$ cat config.mk
export PLATFORM = sky130hd
export DESIGN_NAME = timing_param_loader
export DESIGN_NICKNAME = d
export VERILOG_FILES = /design/src/rtl/timing_param_loader.sv
export SDC_FILE = /design/constraint.sdc
export NUM_CORES = 1
export LEC_CHECK = 0
export CAP_MARGIN = 20
export CORE_MARGIN = 10
export CORE_UTILIZATION = 67
export CTS_CLUSTER_DIAMETER = 120
export CTS_CLUSTER_SIZE = 30
export DETAILED_ROUTE_END_ITERATION = 12
export DONT_BUFFER_PORTS = 1
export PLACE_DENSITY = 0.83
export SLEW_MARGIN = 10
export SYNTH_ARGS = -nofsm -noshare
export SYNTH_HDL_FRONTEND = slang
export SYNTH_SLANG_ARGS = --single-unit
$ cat constraint.sdc
create_clock -name clk -period 13.1 [get_ports clk]
set_input_delay 2.62 -clock clk [delete_from_list [all_inputs] [get_ports clk]]
set_output_delay 2.62 -clock clk [all_outputs]
set_load 0.02 [all_outputs]
$ cat src/rtl/timing_param_loader.sv
// Stages timing parameters, validates the full set one check per cycle, then loads it on a frame boundary.
// Define TIMING_PARAM_READBACK_EN to add the registered rd_addr/rd_data readback port.
module timing_param_loader #(
    parameter int SYNC_TIMEOUT = 100000000,
    parameter int TIMEOUT_W    = 27
) (
    input  logic        clk,
    input  logic        rst,
    input  logic        wr_en,
    input  logic [3:0]  wr_addr,
    input  logic [31:0] wr_data,
    input  logic        commit,
    input  logic        frame_sync,
    output logic [15:0] cmos_freq,
    output logic [15:0] cmos_width,
    output logic [31:0] laser_freq,
    output logic [31:0] laser_width,
    output logic [31:0] frame_gate_width_a,
    output logic [31:0] frame_gate_delay_a,
    output logic [31:0] frame_gate_width_b,
    output logic [31:0] frame_gate_delay_b,
    output logic [7:0]  tim_cycles_m,
    output logic [7:0]  delay_step_delta_t,
    output logic [15:0] bg_frame_deci_n,
    output logic        load_param,
    output logic        busy,
    output logic [4:0]  param_err,
    output logic        sync_timeout,
    output logic        wr_drop
`ifdef TIMING_PARAM_READBACK_EN
    ,
    input  logic [3:0]  rd_addr,
    output logic [31:0] rd_data
`endif
);

    localparam logic [1:0] S_IDLE  = 2'd0;
    localparam logic [1:0] S_CHECK = 2'd1;
    localparam logic [1:0] S_WAIT  = 2'd2;
    localparam logic [1:0] S_LOAD  = 2'd3;

    localparam logic [TIMEOUT_W-1:0] TO_LAST =
        (SYNC_TIMEOUT > 0) ? TIMEOUT_W'(SYNC_TIMEOUT - 1) : '0;

    typedef struct packed {
        logic [15:0] cmos_freq;
        logic [15:0] cmos_width;
        logic [31:0] laser_freq;
        logic [31:0] laser_width;
        logic [31:0] gw_a;
        logic [31:0] gd_a;
        logic [31:0] gw_b;
        logic [31:0] gd_b;
        logic [7:0]  tim_m;
        logic [7:0]  dstep;
        logic [15:0] deci;
    } param_t;

    param_t                 stg_q, stg_d;
    param_t                 act_q, act_d;
    logic [1:0]             state_q, state_d;
    logic [2:0]             idx_q, idx_d;
    logic [TIMEOUT_W-1:0]   cnt_q, cnt_d;
    logic                   busy_q, busy_d;
    logic [4:0]             param_err_q, param_err_d;
    logic                   sync_timeout_q, sync_timeout_d;
    logic                   load_param_q, load_param_d;
    logic                   wr_drop_q, wr_drop_d;
    logic [4:0]             fail_vec;
    logic [32:0]            sum_a, sum_b;

    // Gate sums are widened to 33 bits so delay+width can never wrap past laser_freq.
    always_comb begin
        sum_a       = {1'b0, stg_q.gd_a} + {1'b0, stg_q.gw_a};
        sum_b       = {1'b0, stg_q.gd_b} + {1'b0, stg_q.gw_b};
        fail_vec[0] = (stg_q.cmos_freq == '0) || (stg_q.cmos_width >= stg_q.cmos_freq);
        fail_vec[1] = (stg_q.laser_freq == '0) || (stg_q.laser_width >= stg_q.laser_freq);
        fail_vec[2] = sum_a > {1'b0, stg_q.laser_freq};
        fail_vec[3] = sum_b > {1'b0, stg_q.laser_freq};
        fail_vec[4] = (stg_q.tim_m == '0);
    end

    always_comb begin
        stg_d          = stg_q;
        act_d          = act_q;
        state_d        = state_q;
        idx_d          = idx_q;
        cnt_d          = cnt_q;
        busy_d         = busy_q;
        param_err_d    = param_err_q;
        sync_timeout_d = sync_timeout_q;
        load_param_d   = 1'b0;
        wr_drop_d      = 1'b0;

        if (busy_q) begin
            wr_drop_d = wr_en | commit;
        end else if (wr_en) begin
            case (wr_addr)
                4'd0: stg_d.cmos_freq   = wr_data[15:0];
                4'd1: stg_d.cmos_width  = wr_data[15:0];
                4'd2: stg_d.laser_freq  = wr_data;
                4'd3: stg_d.laser_width = wr_data;
                4'd4: stg_d.gw_a        = wr_data;
                4'd5: stg_d.gd_a        = wr_data;
                4'd6: stg_d.gw_b        = wr_data;
                4'd7: stg_d.gd_b        = wr_data;
                4'd8: begin
                    stg_d.dstep = wr_data[15:8];
                    stg_d.tim_m = wr_data[7:0];
                end
                4'd9: stg_d.deci        = wr_data[15:0];
                default: ;
            endcase
        end

        case (state_q)
            S_IDLE: begin
                if (commit && !busy_q) begin
                    state_d        = S_CHECK;
                    idx_d          = 3'd0;
                    param_err_d    = '0;
                    sync_timeout_d = 1'b0;
                    busy_d         = 1'b1;
                end
            end
            S_CHECK: begin
                if (fail_vec[idx_q]) param_err_d[idx_q] = 1'b1;
                if (idx_q == 3'd4) begin
                    if (param_err_d != '0) begin
                        state_d = S_IDLE;
                        busy_d  = 1'b0;
                    end else if (SYNC_TIMEOUT == 0) begin
                        state_d      = S_LOAD;
                        act_d        = stg_q;
                        load_param_d = 1'b1;
                    end else begin
                        state_d = S_WAIT;
                        cnt_d   = '0;
                    end
                end else begin
                    idx_d = idx_q + 3'd1;
                end
            end
            S_WAIT: begin
                cnt_d = cnt_q + TIMEOUT_W'(1);
                // A sync arriving on the timeout cycle wins, so the timeout flag stays clear.
                if (frame_sync || (cnt_q == TO_LAST)) begin
                    if (!frame_sync) sync_timeout_d = 1'b1;
                    state_d      = S_LOAD;
                    act_d        = stg_q;
                    load_param_d = 1'b1;
                end
            end
            S_LOAD: begin
                state_d = S_IDLE;
                busy_d  = 1'b0;
            end
            default: state_d = S_IDLE;
        endcase
    end

    always_ff @(posedge clk) begin
        if (rst) begin
            stg_q          <= '0;
            act_q          <= '0;
            state_q        <= S_IDLE;
            idx_q          <= '0;
            cnt_q          <= '0;
            busy_q         <= 1'b0;
            param_err_q    <= '0;
            sync_timeout_q <= 1'b0;
            load_param_q   <= 1'b0;
            wr_drop_q      <= 1'b0;
        end else begin
            stg_q          <= stg_d;
            act_q          <= act_d;
            state_q        <= state_d;
            idx_q          <= idx_d;
            cnt_q          <= cnt_d;
            busy_q         <= busy_d;
            param_err_q    <= param_err_d;
            sync_timeout_q <= sync_timeout_d;
            load_param_q   <= load_param_d;
            wr_drop_q      <= wr_drop_d;
        end
    end

    assign cmos_freq          = act_q.cmos_freq;
    assign cmos_width         = act_q.cmos_width;
    assign laser_freq         = act_q.laser_freq;
    assign laser_width        = act_q.laser_width;
    assign frame_gate_width_a = act_q.gw_a;
    assign frame_gate_delay_a = act_q.gd_a;
    assign frame_gate_width_b = act_q.gw_b;
    assign frame_gate_delay_b = act_q.gd_b;
    assign tim_cycles_m       = act_q.tim_m;
    assign delay_step_delta_t = act_q.dstep;
    assign bg_frame_deci_n    = act_q.deci;
    assign load_param         = load_param_q;
    assign busy               = busy_q;
    assign param_err          = param_err_q;
    assign sync_timeout       = sync_timeout_q;
    assign wr_drop            = wr_drop_q;

`ifdef TIMING_PARAM_READBACK_EN
    logic [31:0] rd_data_q, rd_data_d;

    // Address 15 is the status word; other unmapped addresses read zero.
    always_comb begin
        rd_data_d = '0;
        case (rd_addr)
            4'd0:  rd_data_d = {16'b0, stg_q.cmos_freq};
            4'd1:  rd_data_d = {16'b0, stg_q.cmos_width};
            4'd2:  rd_data_d = stg_q.laser_freq;
            4'd3:  rd_data_d = stg_q.laser_width;
            4'd4:  rd_data_d = stg_q.gw_a;
            4'd5:  rd_data_d = stg_q.gd_a;
            4'd6:  rd_data_d = stg_q.gw_b;
            4'd7:  rd_data_d = stg_q.gd_b;
            4'd8:  rd_data_d = {16'b0, stg_q.dstep, stg_q.tim_m};
            4'd9:  rd_data_d = {16'b0, stg_q.deci};
            4'd15: rd_data_d = {25'b0, sync_timeout_q, busy_q, param_err_q};
            default: rd_data_d = '0;
        endcase
    end

    always_ff @(posedge clk) begin
        if (rst) rd_data_q <= '0;
        else     rd_data_q <= rd_data_d;
    end

    assign rd_data = rd_data_q;
`endif

endmodule

; Word level (Yosys, flattened, before mapping)
; Index checks and enable logic that the tools add are counted.
[word_totals]
inputBits = 41
output_inout_bits = 265
regBits = 553
[op_classes]
bitwise_logic = 4
eq_ne = 21
add_sub_neg = 4
order_cmp = 6
reduce_logical = 35
n_mux = 28
[op_table]
columns = op, count
row1 = adder 32 x 32 -> 33 bit, 2
row2 = > comparator 33 x 32 -> 1 bit, 2
row3 = two-way mux 27 bit, 2
row4 = one-hot mux 27 bit (2 select lines), 1
row5 = AND reduction 3 bit, 13
row6 = >= comparator 32 bit, 1
row7 = logical NOT 32 bit, 1
row8 = "adder 27 x 1 -> 27 bit, second input constant", 1
row9 = "equality test 27 bit, second input constant", 1
row10 = "equality test 4 x 3 -> 1 bit, second input constant", 4
row11 = >= comparator 16 bit, 1
row12 = logical NOT 16 bit, 1
row13 = two-way mux 5 bit, 3
row14 = "!= test 2 bit, second input constant", 7
row15 = one-hot mux 5 bit (2 select lines), 1
row16 = two-way mux 1 bit, 9
row17 = "equality test 4 x 2 -> 1 bit, second input constant", 2
row18 = "equality test 4 bit, second input constant", 2
row19 = logical NOT 8 bit, 1
row20 = two-way mux 2 bit, 4
row21 = one-hot mux 2 bit (4 select lines), 1
row22 = AND reduction 4 bit, 2
row23 = two-way mux 3 bit, 2
row24 = one-hot mux 3 bit (2 select lines), 1
row25 = 24 further kinds, 33

; Depth between registers and ports, before layout
[logic_depth]
ltp_word = 11
depth_mapped = 22
depth_no_buf = 22

; Worst setup path before layout
; OpenSTA, ideal clock, no wires.
[synth_timing]
path_kind = register -> register
from = register stg_q[32] in the netlist's numbering
to = register (tool-made name)
path_stages_with_launch = 23
slack_ps = 8536
path_buffers = 0
arrival_time_ps = 4477
synth_period_minus_slack_ps = 4564
path_cell_list = dfxtp_1 -> ha_1 -> inv_1 -> fa_1 -> nor2b_1 -> o31ai_1 -> a311oi_2 -> o21ai_2 -> and4_4 -> o31ai_1 -> a21o_2 -> a2111oi_0 -> nand3b_1 -> ha_1 -> a21o_1 -> a211o_1 -> a221oi_1 -> o21ai_0 -> a2111o_1 -> o21ai_1 -> a211oi_2 -> a211o_2 -> a221oi_2
[synth_rtl]
columns = element, line
row1 = "start, declared", 59  ; param_t stg_q, stg_d;
row2 = "start signal, assigned", 175  ; stg_q <= stg_d;

==> results.txt <==
----------------------------------------------------
[Run status]
  Outcome ... completed

[Min path]
  Class of the most critical hold timing path ... register to register

[STA]
  Setup TNS ... 0 ps
  RSZ-0062 raised after global routing ... no
  Max Transition Viols Final ... 0
  Final number of setup-violating endpoints ... 0
  Final Cycle Share ... around two fifths
  Count of endpoints failing hold in the final timing report ... 0
  Worst relative slew slack ... between 20 and 30%
  Fmax ... 0.185 GHz
  Clock tree skew after final layout ... roughly 33 ps
  Min Clock Period, post-route ... 5410 ps
  Worst Tran Pin Value ... 1120 ps

[Yosys]
  Syn. warnings ... 0
  Number of enable-type register cells in the synthesized netlist ... 0
  Number of nets produced by synthesis ... 3522
  Flip-flop and latch count after synthesis ... between 500 and 600
  Count of unique library cells instantiated by Yosys ... 75
  Mapped cell area ... around 0.025 mm^2
  Mean instance size in the synthesized netlist ... a little under 8 um^2
  Most common flop cell mapped by yosys ... sky130_fd_sc_hd__dfxtp_1
  Sequential cell area fraction in the yosys report ... 43.5%
  Post-synth ARST share ... 0%
  Cells after synthesis ... between 3k and 4k

[Floorplan]
  Die width ... ~220 um
  Core area ... between 0.03 and 0.04 mm^2
  Chip height ... ~220 um
  Ports placed on the boundary ... 306
  Overall die area ... approximately 0.046 mm^2
  Number of rows in the core area ... 71
  Effective utilization at floorplan ... 67.8%

[Worst setup path]
  Crit path launch ... stg_q[128]
  CP Launch Type ... register
  Worst r2r src ... stg_q[128]
  Required time worst endpoint ... 13590 ps
  Element type at the critical path end ... register
  Worst reg2reg path depth ... 22
  Largest driver fanout on the critical path ... 5
  Data arrival time at the worst-slack endpoint ... 5910 ps
  Setup slack, reg-to-reg ... 7690 ps
  Category of the most critical setup path ... register to register

[CTS]
  Buffer depth of the longest clock path ... 3
  Number of gates resized after cts ... 0
  Clock-pin transition on the worst setup and hold timing paths ... 120 ps
  Number of buffers inserted by hold repair at cts ... 0
  CTS tree ... yes
  Number of CTS-inserted buffers ... 22
  Clock latency reported for the late side of the worst-skew pair ... around 600 ps
  Number of clock sinks seen by CTS ... ~550
  Post-CTS setup-driven buffer insertion count ... 0
  Cell at the root of the clock tree ... sky130_fd_sc_hd__clkbuf_16
  Maximum level of the CTS H-tree ... 1

[Job]
  Max-cap check violation count ... 0

[Power and ir drop]
  Sw frac ... between 20% and 30%
  Part of the power in registers ... roughly 64%
  Sw power ... approximately 610 uW
  Reported leakage power ... approximately 9.3 nW
  Maximum resistive drop on vdd ... slightly above 0.1 mV
  Power Internal ... ~2.1 mW
  Power per Cell Area ... 102 mW/mm^2
  Combinational share of power ... under 10%
  Clock share of power ... around 31%

[Finish]
  Most frequent standard cell in the layout excluding fill and tap cells ... sky130_fd_sc_hd__nand2_1
  Most frequent cells in the layout ... sky130_fd_sc_hd__nand2_1 (1062), sky130_fd_sc_hd__a21oi_1 (591), sky130_fd_sc_hd__dfxtp_1 (553)
  Final cell count without fillers ... approximately 3.7k
  Fraction of final layout cells with drive strength greater than 1 ... around 2.5%
  Count of inserted antenna diode cells ... 0
  Number of nets in the finished design ... ~3.4k
  Area overhead of the layout relative to synthesis ... 2.49%

[GRT]
  Initial antenna violation count ... 2
  Overall fraction of global-route tracks in use ... 33.1%
  Total overflow reported by the global router ... 0
  Global-route wire length before repair ... roughly 120000 um
  Vias in the first global route ... 21.1k
  Largest net degree at the start of global routing ... ~550

[Drt]
  Vias per Instance ... about 6.3
  Wire per inst ... 22.1 um
  First-iteration detailed-routing DRC count ... approximately 2.7k
  Number of detailed-routing iterations run before antenna repair ... 6
  Total length of routed wires ... about 80000 um
  Drt drc ... 0
  Number of vias after detailed routing ... around 23k
  Post-route antenna net violation count ... 0

[Placement]
  Placed insts ... 3628
  DP Wirelength ... 57000 um
  GPL Wtd Cong ... 0.963
  Count of buffers inserted at the top-level ports ... 0

----------------------------------------------------
==> power groups by stage <==
stage                     registers [mW]  clock network [mW]  logic (mW)
final                               1.71               0.838       0.129
after global routing                1.71               0.896       0.142
after CTS                           1.71               0.844       0.126
after detailed placement            1.74                   0       0.125
after global placement              1.74                   0       0.121
after floorplan                     1.74                   0       0.124
==> sequential cells by signal (all words and copies together) (netlist names), named ones only <==
signal and cells:
cmos_freq 16, load_param 1, laser_width 32, frame_gate_delay_a 32, param_err 5, cnt_q 27
sync_timeout 1, cmos_width 16, bg_frame_deci_n 16, tim_cycles_m 8, stg_q 256, frame_gate_width_b 32
laser_freq 32, frame_gate_width_a 32, delay_step_delta_t 8, wr_drop 1, state_q 1, idx_q 3
frame_gate_delay_b 32, busy 1
==> kinds of logic (layout without fill, tap and decap cells) <==
group | count (synthesis) | after routing | synth area share (%)
XOR/XNOR | 54 | 54 | 1.86
multiplexers | 17 | 17 | 0.668
AND/OR/NAND/NOR | 1379 | 1379 | 22.2
buffers and inverters | 290 | 133 | 4.38
AO/OA/AOI/OAI | 826 | 826 | 18.5
adder cells (fa/ha/maj) | 181 | 181 | 8.95
flip-flops | 553 | 553 | 43.5
==> critical path: stages, from the launching register on <==
cell and delay [ps]:
sky130_fd_sc_hd__dfxtp_1 390, sky130_fd_sc_hd__ha_1 210, sky130_fd_sc_hd__inv_1 60, sky130_fd_sc_hd__fa_1 400, sky130_fd_sc_hd__nor2b_1 180, sky130_fd_sc_hd__o21bai_1 100, sky130_fd_sc_hd__a21oi_1 240, sky130_fd_sc_hd__o21ai_1 200
sky130_fd_sc_hd__a221oi_1 400, sky130_fd_sc_hd__o211a_1 280, sky130_fd_sc_hd__o21ai_0 190, sky130_fd_sc_hd__nand3_1 130, sky130_fd_sc_hd__o211ai_1 100, sky130_fd_sc_hd__ha_1 350, sky130_fd_sc_hd__a21o_1 190, sky130_fd_sc_hd__a211oi_1 270
sky130_fd_sc_hd__o221ai_1 160, sky130_fd_sc_hd__a21oi_1 150, sky130_fd_sc_hd__a31oi_1 100, sky130_fd_sc_hd__nor3_1 400, sky130_fd_sc_hd__a211oi_2 170, sky130_fd_sc_hd__a211o_2 390, sky130_fd_sc_hd__a221oi_2 250
==> through the flow <==
stage / util [%] / hold slack [ps] / area (um^2) / setup slack (ps) / power, mW
2_1_floorplan: - / 432 / 25500 / 8540 / 1.86
3_3_place_gp: 67.8 / 436 / 25500 / 7940 / 1.86
3_5_place_dp: 67.8 / 444 / 25500 / 7830 / 1.87
4_1_cts: 69.4 / 457 / 26100 / 7750 / 2.68
5_1_grt: 69.5 / 478 / 26100 / 7270 / 2.75
6_report: 69.5 / 459 / 26100 / 7690 / 2.67
==> per-layer routing <==
metal / track usage (%) / vias up / routed length, um
met5: 0 / - / 7
met4: 13.5 / 2 / 3790
met3: 9.90 / 210 / 10500
met2: 51.8 / 1138 / 35800
met1: 42.1 / 10797 / 30800
li1: - / 10811 / -
==> synth_stat cells (all sizes together), types with 5 or more instances <==
library cell  number  area [um^2]
o21a              13         97.6
inv               89          334
nand2b            12         75.1
nand4             33          206
a31oi             21          131
nand3             36          180
dfxtp            553        11100
a311oi            18          164
a21oi            591         2960
o211ai             6         45.0
mux2i             17          170
a21o              34          257
and4               6         57.6
a2111oi            7         86.3
o31ai              7         66.3
nand2           1063         3990
or3                9         56.3
and3              12         75.1
nor4              19          125
a211o              5         45.0
o21bai             8         60.1
ha               179         2240
and2               9         56.3
o2111ai            5         43.8
clkbuf           184          691
or2                7         43.8
nor3              38          190
nor2             110          413
xnor2             37          324
o21ai             57          289
xor2              17          149
a211oi            17          138
nor2b             12         75.1
buf               17         90.1
a221oi             6         58.8
==> cell type report <==
cell class	instances	area (um^2)
clock buffer	23	576
clock inverter	1	20.0
fill	3104	11500
inverter	89	334
multi-input combinational	2457	13300
sequential	553	11100
tap	511	639
timing repair buffer	20	158
==> worst min-delay path by stage <==
stage                     depth (start not counted)            endpoint  slack (ps)  startpoint
after floorplan                                   2  bg_frame_deci_n[0]         430    stg_q[0]
after detailed placement                          2  bg_frame_deci_n[7]         440    stg_q[7]
after CTS                                         2  bg_frame_deci_n[7]         460    stg_q[7]
after global routing                              2  bg_frame_deci_n[7]         480    stg_q[7]
after global placement                            2  bg_frame_deci_n[0]         440    stg_q[0]
final                                             2  bg_frame_deci_n[7]         460    stg_q[7]
Note: power is estimated with default switching activity, not from simulation.
